<file path="src/rtl/exp_pkg.sv">
// exp_pkg: shared FSM states and elaboration-time constant helpers for the exponential unit
package exp_pkg;
  typedef enum logic [1:0] {IDLE, MULX, MULC, FIN} state_t;
  // Accumulator width: integer field, result fraction and guard bits
  function automatic int acc_w(input int int_w, input int frac_w, input int guard_w);
    return int_w + frac_w + guard_w;
  endfunction
  // 1.0 in a format with f fraction bits
  function automatic logic [63:0] one_val(input int f);
    return 64'd1 << f;
  endfunction
  // round(2^n / k), round-to-nearest with ties up
  function automatic logic [63:0] coef_round(input int n, input int k);
    return ((64'd1 << n) + 64'(k / 2)) / 64'(k);
  endfunction
endpackage

</file>
<file path="src/rtl/exp_coef_rom.sv">
// exp_coef_rom: combinational 1/k coefficient table in 0.CW format, built at elaboration
module exp_coef_rom
  import exp_pkg::*;
#(
  parameter int NTERMS = 8,
  parameter int CW     = 20,
  parameter int KW     = $clog2(NTERMS + 1)
) (
  input  logic [KW-1:0] i_k,
  output logic [CW-1:0] o_c
);
  // k=0 and k=1 read all-ones; the top bypasses the multiply for k=1
  always_comb begin
    o_c = '1;
    for (int i = 2; i <= NTERMS; i++) o_c = (i_k == KW'(i)) ? CW'(coef_round(CW, i)) : o_c;
  end
endmodule

</file>
<file path="src/rtl/exponential_param.sv">
// exponential_param: iterative Horner-form Taylor evaluation of e^x / e^-x with one shared multiplier
module exponential_param
  import exp_pkg::*;
#(
  parameter int FRAC_W  = 16,
  parameter int INT_W   = 2,
  parameter int NTERMS  = 8,
  parameter int GUARD_W = 4
) (
  input  logic              clk,
  input  logic              rst,
  input  logic              start,
  input  logic              mode,
  input  logic [FRAC_W-1:0] x,
  output logic              busy,
  output logic              done,
  output logic [INT_W-1:0]  intpart,
  output logic [FRAC_W-1:0] fracpart
);
  localparam int F  = FRAC_W + GUARD_W;
  localparam int AW = acc_w(INT_W, FRAC_W, GUARD_W);
  localparam int KW = $clog2(NTERMS + 1);
  localparam int PW = AW + F;
  localparam logic [AW-1:0] ONE = AW'(one_val(F));

  state_t            r_state;
  logic [AW-1:0]     r_acc, r_p;
  logic [KW-1:0]     r_k;
  logic [FRAC_W-1:0] r_x;
  logic              r_mode;
  logic [F-1:0]      w_c;
  logic [AW-1:0]     w_ma, w_mb, w_prod_t, w_term;
  logic [PW-1:0]     w_prod;

  exp_coef_rom #(.NTERMS(NTERMS), .CW(F), .KW(KW)) u_rom (.i_k(r_k), .o_c(w_c));

  // x is widened to F fraction bits so both products drop the same F LSBs
  assign w_ma     = (r_state == MULX) ? r_acc : r_p;
  assign w_mb     = (r_state == MULX) ? (AW'(r_x) << GUARD_W) : AW'(w_c);
  assign w_prod   = PW'(w_ma) * PW'(w_mb);
  assign w_prod_t = AW'(w_prod >> F);
  assign w_term   = (r_k == KW'(1)) ? r_p : w_prod_t;

  // Control FSM with registered handshake and result outputs
  always_ff @(posedge clk or negedge rst)
    if (!rst) begin
      r_state  <= IDLE;
      r_acc    <= '0;
      r_p      <= '0;
      r_k      <= '0;
      r_x      <= '0;
      r_mode   <= 1'b0;
      busy     <= 1'b0;
      done     <= 1'b0;
      intpart  <= '0;
      fracpart <= '0;
    end else begin
      done <= 1'b0;
      case (r_state)
        IDLE: if (start) begin
          r_x     <= x;
          r_mode  <= mode;
          r_acc   <= ONE;
          r_k     <= KW'(NTERMS);
          busy    <= 1'b1;
          r_state <= MULX;
        end
        MULX: begin
          r_p     <= w_prod_t;
          r_state <= MULC;
        end
        MULC: begin
          r_acc   <= r_mode ? ONE - w_term : ONE + w_term;
          r_k     <= (r_k == KW'(1)) ? r_k : r_k - KW'(1);
          r_state <= (r_k == KW'(1)) ? FIN : MULX;
        end
        FIN: begin
          intpart  <= r_acc[AW-1 -: INT_W];
          fracpart <= r_acc[F-1 -: FRAC_W];
          done     <= 1'b1;
          busy     <= 1'b0;
          r_state  <= IDLE;
        end
      endcase
    end
endmodule

</file>
<file path="config.mk">
export PLATFORM = sky130hd
export DESIGN_NAME = exponential_param
export DESIGN_NICKNAME = d
export VERILOG_FILES = /design/src/rtl/exp_pkg.sv /design/src/rtl/exp_coef_rom.sv /design/src/rtl/exponential_param.sv
export SDC_FILE = /design/constraint.sdc
export NUM_CORES = 1
export LEC_CHECK = 0
export CAP_MARGIN = 5
export CORE_MARGIN = 3
export CORE_UTILIZATION = 30
export CTS_CLUSTER_DIAMETER = 40
export DETAILED_ROUTE_END_ITERATION = 12
export GPL_TIMING_DRIVEN = 0
export PLACE_DENSITY = 0.51
export SLEW_MARGIN = 10
export SYNTH_ARGS = -nofsm -noshare
export SYNTH_HDL_FRONTEND = slang
export SYNTH_HIERARCHICAL = 1
export SYNTH_SLANG_ARGS = --single-unit
</file>
<file path="constraint.sdc">
create_clock -name clk -period 28 [get_ports clk]
set_input_delay 5.6 -clock clk [delete_from_list [all_inputs] [get_ports clk]]
set_output_delay 5.6 -clock clk [all_outputs]
set_load 0.05 [all_outputs]
</file>
==> results.cfg, run 1 <==
[run_status]
run_status = finished clean

[timing]
drv_slew = 0
rsz_0062_raised_after_global_routing = no
timing.max_slew.rel_slack_pct = 19.8
final_min_period_over_clock_period_pct = 41.3
finalCriticalPeriod_ps = 11570
hold_violations = 0
tns_ps = 0
worst-slew-pin-transition_ps = 1200
report.final.setup_viol = 0
timing.clock.skew_ps = 26.9
fmax_ghz = 0.0864
hold_slack_ps = 494

[clock_tree]
postCtsSetupBuffers = 0
clk_transition_reported_paths_ps = 100
clkLatencyLatePin_ps = 390
cts_made_buffers = 9
tritoncts = done
numClockSinks = 87
cts_repair_resize_count = 0
clk_root_buffer_cell = clkbuf_16
max-clock-path-buffers = 2
post_cts_hold_buffer_count = 0
cts.htree.levels = 3

[floorplan]
ioPinCount = 40
die-area_um2 = 69200
core_area_um2 = 64900
floorplan.initialDensity_pct = 30.5
placement_rows = 93
floorplan.die.width_um = 263
die-height_um = 263

[global_routing]
grt_max_degree = 45
global_route.usage.total_pct = 21.8
grt_pass1_wl_um = 113000
initial_antenna_violation_count = 1
via_count_of_the_first_global_routing_pass = 17700
grt_overflow_total = 0

[finish]
syn_to_final_growth_pct = 9.17
drive_gt1_share_pct = 4.43
antennaDiodeCount = 0
finish.net_count = 2914

[setup_path]
ff2ff_path_depth = 32
number_of_buffer_and_inverter_instances_along_the_worst_setup_path = 9
critPathRequiredTime_ps = 28260
timing.critical_path.to_type = flip-flop
critical-path-top-delay-family = adder cells
critical_path.startpoint_type = flip-flop
worst-path-stages = 32
cp_max_fo = 10
timing.setup.critical_path_class = flip-flop to flip-flop
worst_path_most_repeated_cell = fa_1
critical_path.slowest_cell = a221oi_1
timing.critical_path.slowest_cell_delay_ps = 940
worst_r2r_startpoint = r_state[1]
worst-endpoint-arrival_ps = 11830
critPathLaunch = r_state[1]

[routing]
postRouteAntennaNets = 0
routed_wl_um = 75200
detail_route.vias_per_cell = 5.22
drtIter0Drc = 1476
drt_pre_antenna_iters = 6
detail_route.drc_violations = 0
routed_wire_length_per_instance_um = 23.2
vias = 17000

[worst_hold_path]
hold_path_class = flip-flop to flip-flop
hold_path_startpoint = r_acc[3]
hold_depth = 2

[yosys]
yosysSeqAreaShare_pct = 11.0
synthesis.area_per_instance_um2 = 8.50
syn_inst = 2334
yosys.cell_types.count = 87
dominantRegCellSynth = dfrtp_1
synth.top_cell.area_share_pct = 35.8
yosys-top-cells-area = fa_1, dfrtp_1, ha_1
top_count_cell_post_synth = nand2_1
synthArstFlopShare_pct = 100
synth_common_cells = nand2_1, inv_1, fa_1, nor2_1, ha_1
ffs_latches_synth = 87
synth_edf_count = 0
syn-num-nets = 2862
synth_warnings = 6
synth_area_um2 = 19800
synth_top_area_cell = fa_1

[run]
cap_viol_max_count = 0

[placed_design]
dp_hpwl_um = 62900
place_congestion = 0.951
placement.io_buffers = 39
## cell type report
| cell class | count | area [µm²] |
|---|---|---|
| Buffer | 116 | 495 |
| Clock buffer | 9 | 225 |
| Clock inverter | 7 | 86.3 |
| Fill cell | 6875 | 43300 |
| Inverter | 404 | 1520 |
| Multi-Input combinational cell | 1727 | 15700 |
| Sequential cell | 87 | 2180 |
| Tap cell | 855 | 1070 |
| Timing Repair Buffer | 41 | 427 |
## cells in the final DEF, fill, tap and decap left out, types with 26 or more instances in the layout
cell / count
nand2_1: 413
inv_1: 404
fa_1: 355
nor2_1: 222
ha_1: 153
clkbuf_1: 88
dfrtp_1: 87
o21ai_0: 61
and3_1: 59
a21oi_1: 47
mux2_2: 40
and2_1: 39
clkdlybuf4s50_1: 38
nand4_1: 26
## per-stage QoR
| step | std cells | utilization (%) | worst slack (ps) | cell area (µm²) |
|---|---|---|---|---|
| global placement | 3228 | 32.8 | 16700 | 21300 |
| global route | 3246 | 33.3 | 16150 | 21600 |
| detailed placement | 3230 | 32.9 | 16640 | 21300 |
| finish | 3246 | 33.3 | 16430 | 21600 |
| CTS | 3246 | 33.3 | 16610 | 21600 |
| floorplan | 2334 | - | 19150 | 19800 |
## flip-flops by register name, indices dropped and copies added, names as in the netlist
signal    cells
intpart       2
r_x          16
fracpart     16
r_p          22
r_state       2
r_acc        22
r_mode        1
done          1
busy          1
r_k           4
## tightest hold or removal path: cells and delay by family, from the launching register on
kind | cells | cell delay [ps]
AND/OR/NAND/NOR | 1 | 50
AO/OA/AOI/OAI | 1 | 60
flip-flops | 1 | 360
## cell families after synthesis
logic type | count (synthesis) | synth area share [%]
AO/OA/AOI/OAI | 263 | 9.20
XOR/XNOR | 29 | 1.28
buffers and inverters | 520 | 10.1
adder cells (fa/ha/maj) | 509 | 45.5
multiplexers | 60 | 3.28
flip-flops | 87 | 11.0
AND/OR/NAND/NOR | 866 | 19.6
## per-layer routing
layer	up-vias	wire (µm)	GRT usage [%]
met2	626	34400	35.1
met3	129	4660	3.75
met5	-	0	0
met4	0	2900	7.12
met1	8708	33300	29.7
li1	7487	-	-
## final timing paths
check / endpoint / slack (ps)
max in group asynchronous: r_x[0] / 22080
setup reg to reg: r_acc[18] / 16430
hold reg to reg: r_acc[3] / 490
setup / recovery: r_acc[18] / 16430
hold / removal: r_acc[3] / 490
min in group asynchronous: r_x[14] / 5210
Power of run 1 is left out: the tool's default activity adds up to more than one toggle a clock period on the data nets, which glitch-free logic cannot reach.
==> inputs of run 2 (changes only) <==
- clock period: 28 -> 11.75 ns (I/O delays scaled with it)
==> run 2 against run 1 <==
Net effect:
- worst hold slack gained 4.9 ps
- routed wire length about the same
- cell count unchanged
- highest routed layer unchanged
- clock skew is 4.4 ps higher
==> results.cfg, run 2 (synthesis gave the netlist of run 1 again) <==
[routing]
drtIter0Drc = 1402
detail_route.drc_violations = 0
detail_route.vias_per_cell = 5.22
postRouteAntennaNets = 0
vias = 16900
drt_pre_antenna_iters = 8
routed_wl_um = 75200
routed_wire_length_per_instance_um = 23.2

[finish]
finish.net_count = 2914
multi_input_comb_area_um2 = 15700
syn_to_final_growth_pct = 9.21
leading_cell_type_in_the_layout_fill_and_taps_excluded = nand2_1
most-common-layout-cells = nand2_1, inv_1, fa_1
ff_latch_area_um2 = 2180
filler_cell_count = 6879
largestRegisters = r_acc (22), r_p (22)
drive_gt1_share_pct = 4.52
antennaDiodeCount = 0
post_layout_nonfiller_instances = 3246

[timing]
tns_ps = 0
rsz_0062_raised_after_global_routing = no
final_min_period_over_clock_period_pct = 95.8
drv_slew = 0
timing.clock.skew_ps = 31.2
setup_ws_ps = 499
report.final.setup_viol = 0
fmax_ghz = 0.0889
hold_violations = 0
finalCriticalPeriod_ps = 11250
worst-slew-pin-transition_ps = 1100
timing.max_slew.rel_slack_pct = 26.4

[run]
cap_viol_max_count = 0

[clock_tree]
cts.htree.levels = 3
post_cts_hold_buffer_count = 0
max-clock-path-buffers = 2
tritoncts = done
clk_transition_reported_paths_ps = 80
numClockSinks = 87
clkLatencyLatePin_ps = 390
clk_root_buffer_cell = clkbuf_16
cts_made_buffers = 9

[global_routing]
global_route.usage.total_pct = 21.8
grt_overflow_total = 0
via_count_of_the_first_global_routing_pass = 17700
grt_max_degree = 45
grt_pass1_wl_um = 113000
initial_antenna_violation_count = 1

[worst_hold_path]
hold_depth = 1
hold_path_class = flip-flop to flip-flop

[placed_design]
place_congestion = 0.951
dpl_worst_slack_ps = 385
placement.io_buffers = 39
dp_hpwl_um = 62900
placedCellCount = 3230

[floorplan]
die-height_um = 263
placement_rows = 93
core_area_um2 = 64900
floorplan.initialDensity_pct = 30.5
floorplan.die.width_um = 263
ioPinCount = 40
die-area_um2 = 69200

[setup_path]
critical-path-top-delay-family = adder cells
timing.setup.critical_path_class = flip-flop to flip-flop
cp_max_fo = 10
ff2ff_path_depth = 31
worst_path_most_repeated_cell = fa_1
worst-path-stages = 31
critical_path.startpoint_type = flip-flop
critical_path.slowest_cell = clkbuf_1
critPathRequiredTime_ps = 12010
timing.critical_path.to_type = flip-flop
number_of_buffer_and_inverter_instances_along_the_worst_setup_path = 7
worst-endpoint-arrival_ps = 11510
timing.critical_path.slowest_cell_delay_ps = 700

[run_status]
run_status = finished clean
run 2: cell types whose count changed in the layout (fill, tap and decap cells not counted), sizes merged:
| cell | change |
|---|---|
| clkbuf | +1 |
| buf | -1 |
run 2: stage by stage:
| step | instance area (µm²) | util, % | hold WS, ps |
|---|---|---|---|
| 2_1_floorplan | 19800 | - | 450 |
| 3_3_place_gp | 21300 | 32.8 | 470 |
| 5_1_grt | 21700 | 33.4 | 523 |
| 6_report | 21700 | 33.4 | 499 |
| 3_5_place_dp | 21300 | 32.9 | 473 |
| 4_1_cts | 21600 | 33.3 | 497 |
run 2: worst paths after layout:
path | startpoint | end | slack, ps
max | r_k[2] | r_acc[18] | 500
min | busy | busy | 500
max reg2reg | r_k[2] | r_acc[18] | 500
min reg2reg | busy | busy | 500
max in group asynchronous | rst | r_x[0] | 9080
min in group asynchronous | rst | r_x[14] | 1960
run 2: final cells by class:
| type | instances | area share (%) |
|---|---|---|
| plain buffers | 116 | 2.29 |
| repair buffers | 41 | 1.97 |
| flip-flops and latches | 87 | 10.1 |
| inverters | 404 | 7.00 |
| clock inverters | 7 | 0.399 |
| clock buffers | 9 | 1.04 |
| well taps | 855 | 4.94 |
| multi-input cells | 1727 | 72.3 |
run 2: metal layers:
metal / global-route usage (%) / routed length (µm)
met1: 29.7 / 33200
met2: 35.1 / 34300
met3: 3.75 / 4670
met4: 7.12 / 3000
met5: 0 / 0
run 2: timing repair:
action	CTS	global route
resized for setup	0	2
setup endpoints to repair	0	1
buffers inserted	0	0
Power of run 2 is left out for the same reason.
